<file path="src/rtl/sd_pkg.sv">
// Shared SD command-layer definitions: FSM encoding, frame constants and the CRC7 byte step.
package sd_pkg;

  typedef enum logic [2:0] {StIdle, StSend, StPoll, StTrail, StDone} sd_state_e;

  localparam logic [7:0]  SD_FILL_BYTE = 8'hFF;
  localparam int unsigned SD_CMD_LEN   = 6;
  localparam logic [6:0]  CRC7_POLY    = 7'h09;

  localparam logic [5:0] SD_CMD0   = 6'd0;
  localparam logic [5:0] SD_CMD8   = 6'd8;
  localparam logic [5:0] SD_CMD55  = 6'd55;
  localparam logic [5:0] SD_ACMD41 = 6'd41;

  // Advances the CRC7 over one byte, MSB first.
  function automatic logic [6:0] crc7_byte(input logic [6:0] crc, input logic [7:0] din);
    logic [6:0] c;
    logic       fb;
    c = crc;
    for (int i = 7; i >= 0; i--) begin
      fb = c[6] ^ din[i];
      c  = {c[5:0], 1'b0} ^ (fb ? CRC7_POLY : 7'h00);
    end
    return c;
  endfunction

endpackage

</file>
<file path="src/rtl/sd_crc7.sv">
// Byte-serial CRC7 accumulator; clear has priority over enable.
module sd_crc7
  import sd_pkg::*;
(
  input  logic       clk_i,
  input  logic       rst_ni,
  input  logic       clr_i,
  input  logic       en_i,
  input  logic [7:0] din_i,
  output logic [6:0] crc_o
);

  logic [6:0] crc_q, crc_d;

  always_comb begin
    crc_d = crc_q;
    if (clr_i) begin
      crc_d = '0;
    end else if (en_i) begin
      crc_d = crc7_byte(crc_q, din_i);
    end
  end

  always_ff @(posedge clk_i or negedge rst_ni) begin
    if (!rst_ni) begin
      crc_q <= '0;
    end else begin
      crc_q <= crc_d;
    end
  end

  assign crc_o = crc_q;

endmodule

</file>
<file path="src/rtl/sd_cmd_engine.sv">
// SPI-mode SD command sequencer: sends a CRC7-protected command frame, polls for R1,
// clocks one trailing fill byte and reports R1 or a timeout. Owns chip select.
module sd_cmd_engine
  import sd_pkg::*;
#(
  parameter int unsigned NCR_MAX = 8
) (
  input  logic        clk_i,
  input  logic        rst_ni,
  input  logic        cmd_start_i,
  input  logic [5:0]  cmd_index_i,
  input  logic [31:0] cmd_arg_i,
  output logic        cmd_ready_o,
  output logic        resp_valid_o,
  output logic [7:0]  resp_r1_o,
  output logic        resp_timeout_o,
  output logic        cs_n_o,
  output logic        spi_execute_o,
  output logic [7:0]  spi_out_word_o,
  input  logic [7:0]  spi_in_word_i,
  input  logic        spi_finished_i,
  input  logic        spi_busy_i
);

  localparam logic [7:0] NcrMaxB  = 8'(NCR_MAX);
  localparam logic [2:0] LastByte = 3'(SD_CMD_LEN - 1);

  sd_state_e   state_q;
  logic [39:0] frame_q;
  logic [2:0]  byte_cnt_q;
  logic [7:0]  poll_cnt_q;
  logic        pending_q;
  logic        cmd_ready_q, resp_valid_q, resp_timeout_q, cs_n_q, spi_execute_q;
  logic [7:0]  resp_r1_q, spi_out_word_q;

  logic [6:0]  crc;
  logic        active, accept, launch, byte_done, crc_en;

  assign active    = (state_q == StSend) || (state_q == StPoll) || (state_q == StTrail);
  // A byte left in flight by a reset keeps spi_busy high; wait it out before accepting.
  assign accept    = (state_q == StIdle) && cmd_start_i && !spi_busy_i;
  assign launch    = active && !pending_q && !spi_busy_i;
  assign byte_done = pending_q && spi_finished_i;
  assign crc_en    = launch && (state_q == StSend) && (byte_cnt_q != LastByte);

  sd_crc7 u_crc7 (
    .clk_i  (clk_i),
    .rst_ni (rst_ni),
    .clr_i  (accept),
    .en_i   (crc_en),
    .din_i  (frame_q[39:32]),
    .crc_o  (crc)
  );

  always_ff @(posedge clk_i or negedge rst_ni) begin
    if (!rst_ni) begin
      state_q        <= StIdle;
      frame_q        <= '0;
      byte_cnt_q     <= '0;
      poll_cnt_q     <= '0;
      pending_q      <= 1'b0;
      cmd_ready_q    <= 1'b1;
      resp_valid_q   <= 1'b0;
      resp_r1_q      <= SD_FILL_BYTE;
      resp_timeout_q <= 1'b0;
      cs_n_q         <= 1'b1;
      spi_execute_q  <= 1'b0;
      spi_out_word_q <= SD_FILL_BYTE;
    end else begin
      spi_execute_q <= 1'b0;
      resp_valid_q  <= 1'b0;

      if (launch) begin
        spi_execute_q <= 1'b1;
        pending_q     <= 1'b1;
        if (state_q == StSend && byte_cnt_q == LastByte) begin
          spi_out_word_q <= {crc, 1'b1};
        end else if (state_q == StSend) begin
          spi_out_word_q <= frame_q[39:32];
          frame_q        <= {frame_q[31:0], 8'h00};
        end else begin
          spi_out_word_q <= SD_FILL_BYTE;
        end
      end

      unique case (state_q)
        StIdle: begin
          if (accept) begin
            frame_q        <= {2'b01, cmd_index_i, cmd_arg_i};
            byte_cnt_q     <= '0;
            poll_cnt_q     <= '0;
            pending_q      <= 1'b0;
            resp_timeout_q <= 1'b0;
            resp_r1_q      <= SD_FILL_BYTE;
            cs_n_q         <= 1'b0;
            cmd_ready_q    <= 1'b0;
            state_q        <= StSend;
          end
        end
        StSend: begin
          if (byte_done) begin
            pending_q  <= 1'b0;
            byte_cnt_q <= byte_cnt_q + 3'd1;
            if (byte_cnt_q == LastByte) state_q <= StPoll;
          end
        end
        StPoll: begin
          if (byte_done) begin
            pending_q <= 1'b0;
            if (!spi_in_word_i[7]) begin
              resp_r1_q <= spi_in_word_i;
              state_q   <= StTrail;
            end else begin
              poll_cnt_q <= poll_cnt_q + 8'd1;
              if (poll_cnt_q + 8'd1 == NcrMaxB) begin
                resp_timeout_q <= 1'b1;
                resp_r1_q      <= SD_FILL_BYTE;
                state_q        <= StTrail;
              end
            end
          end
        end
        StTrail: begin
          if (byte_done) begin
            pending_q    <= 1'b0;
            cs_n_q       <= 1'b1;
            resp_valid_q <= 1'b1;
            state_q      <= StDone;
          end
        end
        StDone: begin
          cmd_ready_q <= 1'b1;
          state_q     <= StIdle;
        end
        default: state_q <= StIdle;
      endcase
    end
  end

  assign cmd_ready_o    = cmd_ready_q;
  assign resp_valid_o   = resp_valid_q;
  assign resp_r1_o      = resp_r1_q;
  assign resp_timeout_o = resp_timeout_q;
  assign cs_n_o         = cs_n_q;
  assign spi_execute_o  = spi_execute_q;
  assign spi_out_word_o = spi_out_word_q;

endmodule

</file>
<file path="config.mk">
export PLATFORM = sky130hd
export DESIGN_NAME = sd_cmd_engine
export DESIGN_NICKNAME = d
export VERILOG_FILES = /design/src/rtl/sd_pkg.sv /design/src/rtl/sd_crc7.sv /design/src/rtl/sd_cmd_engine.sv
export SDC_FILE = /design/constraint.sdc
export NUM_CORES = 1
export LEC_CHECK = 0
export ABC_AREA = 0
export ABC_CLOCK_PERIOD_IN_PS = 2230
export BUFFER_PORTS_ARGS = -buffer_cell sky130_fd_sc_hd__buf_2
export CORE_ASPECT_RATIO = 2
export CORE_MARGIN = 5
export CORE_UTILIZATION = 34
export DETAILED_ROUTE_END_ITERATION = 6
export GPL_ROUTABILITY_DRIVEN = 0
export SYNTH_ARGS = -nofsm -noshare
export SYNTH_HDL_FRONTEND = slang
export SYNTH_HIERARCHICAL = 1
export SYNTH_SLANG_ARGS = --single-unit
</file>
<file path="constraint.sdc">
create_clock -name clk_i -period 2.23 [get_ports clk_i]
set_input_delay 0.3345 -clock clk_i [delete_from_list [all_inputs] [get_ports clk_i]]
set_output_delay 0.3345 -clock clk_i [all_outputs]
set_load 0.01 [all_outputs]
</file>
Word level (Yosys, flattened, before mapping) --
Index checks and enable logic that the tools add are counted.
Word-level totals: register bits after elaboration 83, bits in latches 0, bits in writable memories 0, ROM bits 0, input bits 51, output and inout port bits 21, memories 0
Operators by class: add/subtract/negate cells 2, $mul 0, div/mod/pow operators 0, $lt $le $gt $ge 0, equality and inequality tests 15, shifts and indexed selects 0, mux-type cells 52, bitwise gates (word level) 16, reductions and logical operators 26
Operators by type and width (number):
- 2-to-1 mux 40 bit | 5
- 2-to-1 mux 8 bit | 9
- bitwise XOR 7 bit | 8
- 2-to-1 mux 4 bit | 8
- one-hot mux 8 bit (2 select lines) | 2
- 2-to-1 mux 3 bit | 9
- 2-to-1 mux 7 bit | 2
- one-hot mux 3 bit (4 select lines) | 1
- 2-to-1 mux 1 bit | 11
- inequality test 2 bit, second input constant | 5
- nonzero test 2 bit | 5
- adder 8 x 1 -> 8 bit, second input constant | 1
- equality test 8 x 4 -> 1 bit, second input constant | 1
- logical AND 1 bit | 8
- one-hot mux 1 bit (2 select lines) | 4
- AND reduction 4 bit | 2
- bitwise XOR 1 bit | 8
- equality test 3 x 2 -> 1 bit, second input constant | 2
- equality test 3 bit, second input constant | 2
- one-hot mux 3 bit (2 select lines) | 1
- AND reduction 3 bit | 2
- AND reduction 6 bit | 1
- AND reduction 5 bit | 1
- inequality test 2 x 1 -> 1 bit, second input constant | 2
- 9 further kinds | 11

Longest topological paths before layout --
depth in word-level cells 26, mapped depth 10

Cells and area by module --
The synthesis kept the hierarchy.
By module, submodules not included:
- sd_cmd_engine | instances 1, cells an instance 398, area an instance 3584.7 um2, sequential area each 1924.3 um2
- sd_crc7 | instances 1, cells an instance 44, area an instance 503.0 um2, sequential area each 175.2 um2

Least setup slack after synthesis --
OpenSTA, ideal clock, no wires.
path type reg2reg, start point register byte_cnt_q[0], end point register u_crc7.crc_q[5], in the netlist u_crc7/crc_o[5], data arrival time 1961 ps, data required time 2105 ps, path slack 144 ps, stages on the path, launching flop included 10, period minus slack after synthesis 2086 ps, cells stage by stage dfrtp_1 -> ha_1 -> nand2_1 -> nand3_1 -> inv_1 -> buf_2 -> clkbuf_8 -> inv_1 -> nor2_1 -> mux2_2
Between the ends: cells in the longest elaborated chain, start to end 3
Ends and longest elaborated chain:
- start, declared | RTL line sd_cmd_engine.sv:30 | logic [2:0] byte_cnt_q;
- start signal, assigned | RTL line sd_cmd_engine.sv:103 | byte_cnt_q <= byte_cnt_q + 3'd1;
- inequality test 3 bit | RTL line sd_cmd_engine.sv:44 | assign crc_en = launch && (state_q == StSend) && (byte_cnt_q != LastByte);
- logical AND 1 bit | RTL line sd_cmd_engine.sv:44
- net crc_en | RTL line sd_cmd_engine.sv:37 | logic active, accept, launch, byte_done, crc_en;
- nonzero test 2 bit (no source line)
- end signal, assigned | RTL line sd_crc7.sv:28 | crc_q <= crc_d;
- end, declared | RTL line sd_crc7.sv:13 | logic [6:0] crc_q, crc_d;
The timed path passes the listed nets, and every way through them passes these cells. A chain may end at the register's enable or synchronous reset.

Worst setup path after layout --
start point register state_q[0], end point register u_crc7.crc_q[6], in the netlist u_crc7/crc_o[6]
Between the ends: cells in the longest elaborated chain, start to end 8, elaborated cells on any way between the ends 14, those cells by class 3 x eq/ne; 1 x mux; 10 x reduce/logical
Ends and longest elaborated chain:
- start, declared | RTL line sd_cmd_engine.sv:28 | sd_state_e state_q;
- start signal, assigned | RTL line sd_cmd_engine.sv:57 | state_q <= StIdle;
- start signal, assigned | RTL line sd_cmd_engine.sv:97 | state_q <= StSend;
- start signal, assigned | RTL line sd_cmd_engine.sv:104 | if (byte_cnt_q == LastByte) state_q <= StPoll;
- equality test 3 x 1 -> 1 bit or equality test 3 x 2 -> 1 bit (tied branches) | RTL line sd_cmd_engine.sv:39, sd_cmd_engine.sv:44
- logical OR 1 bit (2 in a row) | RTL line sd_cmd_engine.sv:39 | assign active = (state_q == StSend) || (state_q == StPoll) || (state_q == StTrail);
- logical AND 1 bit (2 in a row) | RTL line sd_cmd_engine.sv:42 | assign launch = active && !pending_q && !spi_busy_i;
- logical AND 1 bit (2 in a row) | RTL line sd_cmd_engine.sv:44
- nonzero test 2 bit (no source line)
Several ways; a longest one is shown, not always the timed one.

==> flow_metrics.tcl <==
set metrics [dict create \
    clock.fmax_mhz 513 \
    synthDistinctLibCells 55 \
    port_buffers 71 \
    cts_max_path_buffers 2 \
    syn_area_sq_um 4090 \
    worst_pin_slew_ns 0.987 \
    slowest_delay_ns 0.57 \
    core.rowCount 56 \
    r2r-end "u_crc7/crc_o[6]" \
    hold_path_end "frame_q[5]" \
    clk_pin_slew_ns 0.06 \
    io_pins 72 \
    fin_crit_sh_pct 87.4 \
    place_hpwl_microns 6900 \
    grt_start_max_net_pins 75 \
    pwr-share-clk_pct 21.0 \
    drtIter0Drc 158 \
    switching_share_pct 36.3 \
    placed_area_sq_um 4560 \
    postCtsHoldBufs 1 \
    fillers 1177 \
    power_switching_mw 2.46 \
    period_needed_ns 1.95 \
    drtAntennaViolNets 0 \
    slew_headroom_pct 34.2 \
    arrival_ns 2.18 \
    cts-root-buf "clkbuf_16" \
    cts_resized 0 \
    status "finished clean" \
    synthCells 442 \
    pwr_density_cell_nw_per_um2 1400 \
    ys_async_sr_fraction_pct 100 \
    areaGrowthSynthToFinish_pct 18.9 \
    grt_util_all_layers_pct 14.1 \
    worst_r2r_path_depth 6 \
    grt_overflow_total 0 \
    m1WireLength_microns 3880 \
    vias 3329 \
    worst-path-max-fanout 8 \
    drc 0 \
    floorplan.initialDensity_pct 34.7 \
    cts.htree.levels 3 \
    min-delay-start "cmd_arg_i[5]" \
    max_cap_violations 0 \
    ys_ff_latch 83 \
    synth_edf_count 0 \
    drive_gt1_share_pct 25.1 \
    setup_ws_ns 0.280 \
    crit_path_end_kind "flop" \
    mostFrequentLayoutCell "nand2_1" \
    ir_drop_mv 0.591 \
    final_net_count 563 \
    post_cts_buffers 0 \
    die_h_microns 165 \
    start_kind "flop" \
    rr_startpoint "state_q[0]" \
    tns_ns 0 \
    slowest_stage "or4b_4" \
    dr_wl_met2_microns 5250 \
    cts.sinks 83 \
    synth_top_area_share_pct 39.8 \
    slew_violations 0 \
    antenna_found_initial 0 \
    cp.required_ns 2.46 \
    wl_microns 9760 \
    top_layer "met4" \
    hold_viol_final 0 \
    path_class "reg2reg" \
    total_leakage_power_nw 2.22 \
    dieArea_sq_um 14400 \
    pwr-share-seq_pct 40.6 \
    final_area_sq_um 4860 \
    syn_nets 496 \
    fin_util_pct 41.3 \
    total_power_mw 6.78 \
    seq_area_frac_synth_pct 51.4 \
    die_x_microns 87.5 \
    setup_viol 0 \
    cts_tree "built" \
    synth-main-ff-cell "dfrtp_1" \
    ys.warnings.count 6 \
    synth_area_leaders "dfrtp_1, dfstp_2, nand2_1" \
    diodes 0 \
    mostFrequentLayoutCells "nand2_1, buf_2, dfrtp_1" \
    core_region_area_sq_um 11800 \
    vias_per_cell 5.05 \
    cp_num_buf_inv 1 \
    routed-wl-met3_microns 387 \
    internal-power_mw 4.32 \
    crit_family "simple AND/OR/NAND/NOR gates" \
    place_ws_ns 0.300 \
    hold_depth 3 \
    p_comb_share_pct 38.4 \
    numCtsBuffers 9 \
    grt_pass1_wl_microns 16000 \
    drt_pass1_iterations 4 \
    skew_ns 0.00935 \
    cp_cell_sequence "or4b_4, or2_4, inv_1, or2b_2, a21oi_1, a31o_2" \
    rsz0062_at_grt "no" \
    first_global_vias 3317 \
    hp-class "in2reg" \
    wl_per_cell_microns 14.8 \
    yosysTopAreaCell "dfrtp_1" \
    clk_latency_ns 0.34 \
    syn_avg_cell_area_sq_um 9.25 \
    r2r_slack_ns 0.28 \
]
[worst register-to-register path: cells and delay by family (launching register included)]
kind	cells	cell delay [ns]
flip-flops	1	0.43
AND/OR/NAND/NOR	3	0.99
buffers and inverters	1	0.19
AO/OA/AOI/OAI	2	0.24
[cell type report]
type | instances | area [sq um] | share of cell area [%]
repair buffers | 83 | 475 | 9.79
well taps | 145 | 181 | 3.73
clock buffers | 12 | 256 | 5.28
clock inverters | 4 | 32.5 | 0.670
inverters | 7 | 26.3 | 0.541
multi-input cells | 325 | 1790 | 36.8
flip-flops and latches | 83 | 2100 | 43.2
[logic make-up after synthesis]
group	share of synthesized area (%)
and+or+nand+nor	21.6
muxes	1.29
AOI/OAI and AO/OA	14.6
buffers and inverters	5.05
DFF	51.4
xor gates and xnor gates	5.23
adders and majority gates	0.918
[registers in the layout (all words and copies together), names as in the netlist, 3 cells and up]
name	count
state_q	3
poll_cnt_q	8
byte_cnt_q	3
u_crc7/crc_o	7
resp_r1_o	8
frame_q	40
spi_out_word_o	8
[metal layers]
metal  vias to the layer above  track usage (%)
met4                         0             6.42
met2                        57             25.0
met5                         -                0
met3                        10             3.23
met1                      1609             15.8
li1                       1653                -
[power by group through the flow]
stage	registers (mW)	logic, mW	clock network (mW)
final	2.75	2.61	1.42
after global routing	2.86	2.93	1.53
after CTS	2.76	2.64	1.46
after detailed placement	2.79	2.62	0
after global placement	2.76	2.57	0
after floorplan	2.75	1.94	0
[through the flow]
stage | cells | hold WS, ns
2_1_floorplan | 442 | 0.0389
3_3_place_gp | 642 | 0.338
3_5_place_dp | 642 | 0.336
4_1_cts | 659 | 0.167
5_1_grt | 659 | 0.183
6_report | 659 | 0.181
[worst max path at each step]
stage | cells past startpoint | from | endpoint
after global routing | 4 | poll_cnt_q[2] | state_q[0]
after floorplan | 9 | byte_cnt_q[0] | u_crc7/crc_o[5]
after CTS | 6 | state_q[0] | u_crc7/crc_o[6]
after global placement | 7 | spi_busy_i | u_crc7/crc_o[6]
after detailed placement | 6 | state_q[0] | u_crc7/crc_o[6]
final | 6 | state_q[0] | u_crc7/crc_o[6]
[synthesized netlist by cell type (4+ instances only)]
master	n
nand3_1	15
clkbuf_1	10
a21oi_1	17
dfstp_2	18
or3_1	4
o21ai_0	7
buf_2	6
a31oi_1	37
o22ai_1	7
dfrtp_1	65
buf_6	7
xnor2_1	10
nor3_1	5
nand2_1	104
inv_1	7
nor2_1	60
No activity file was read; power rests on OpenSTA's default activity.
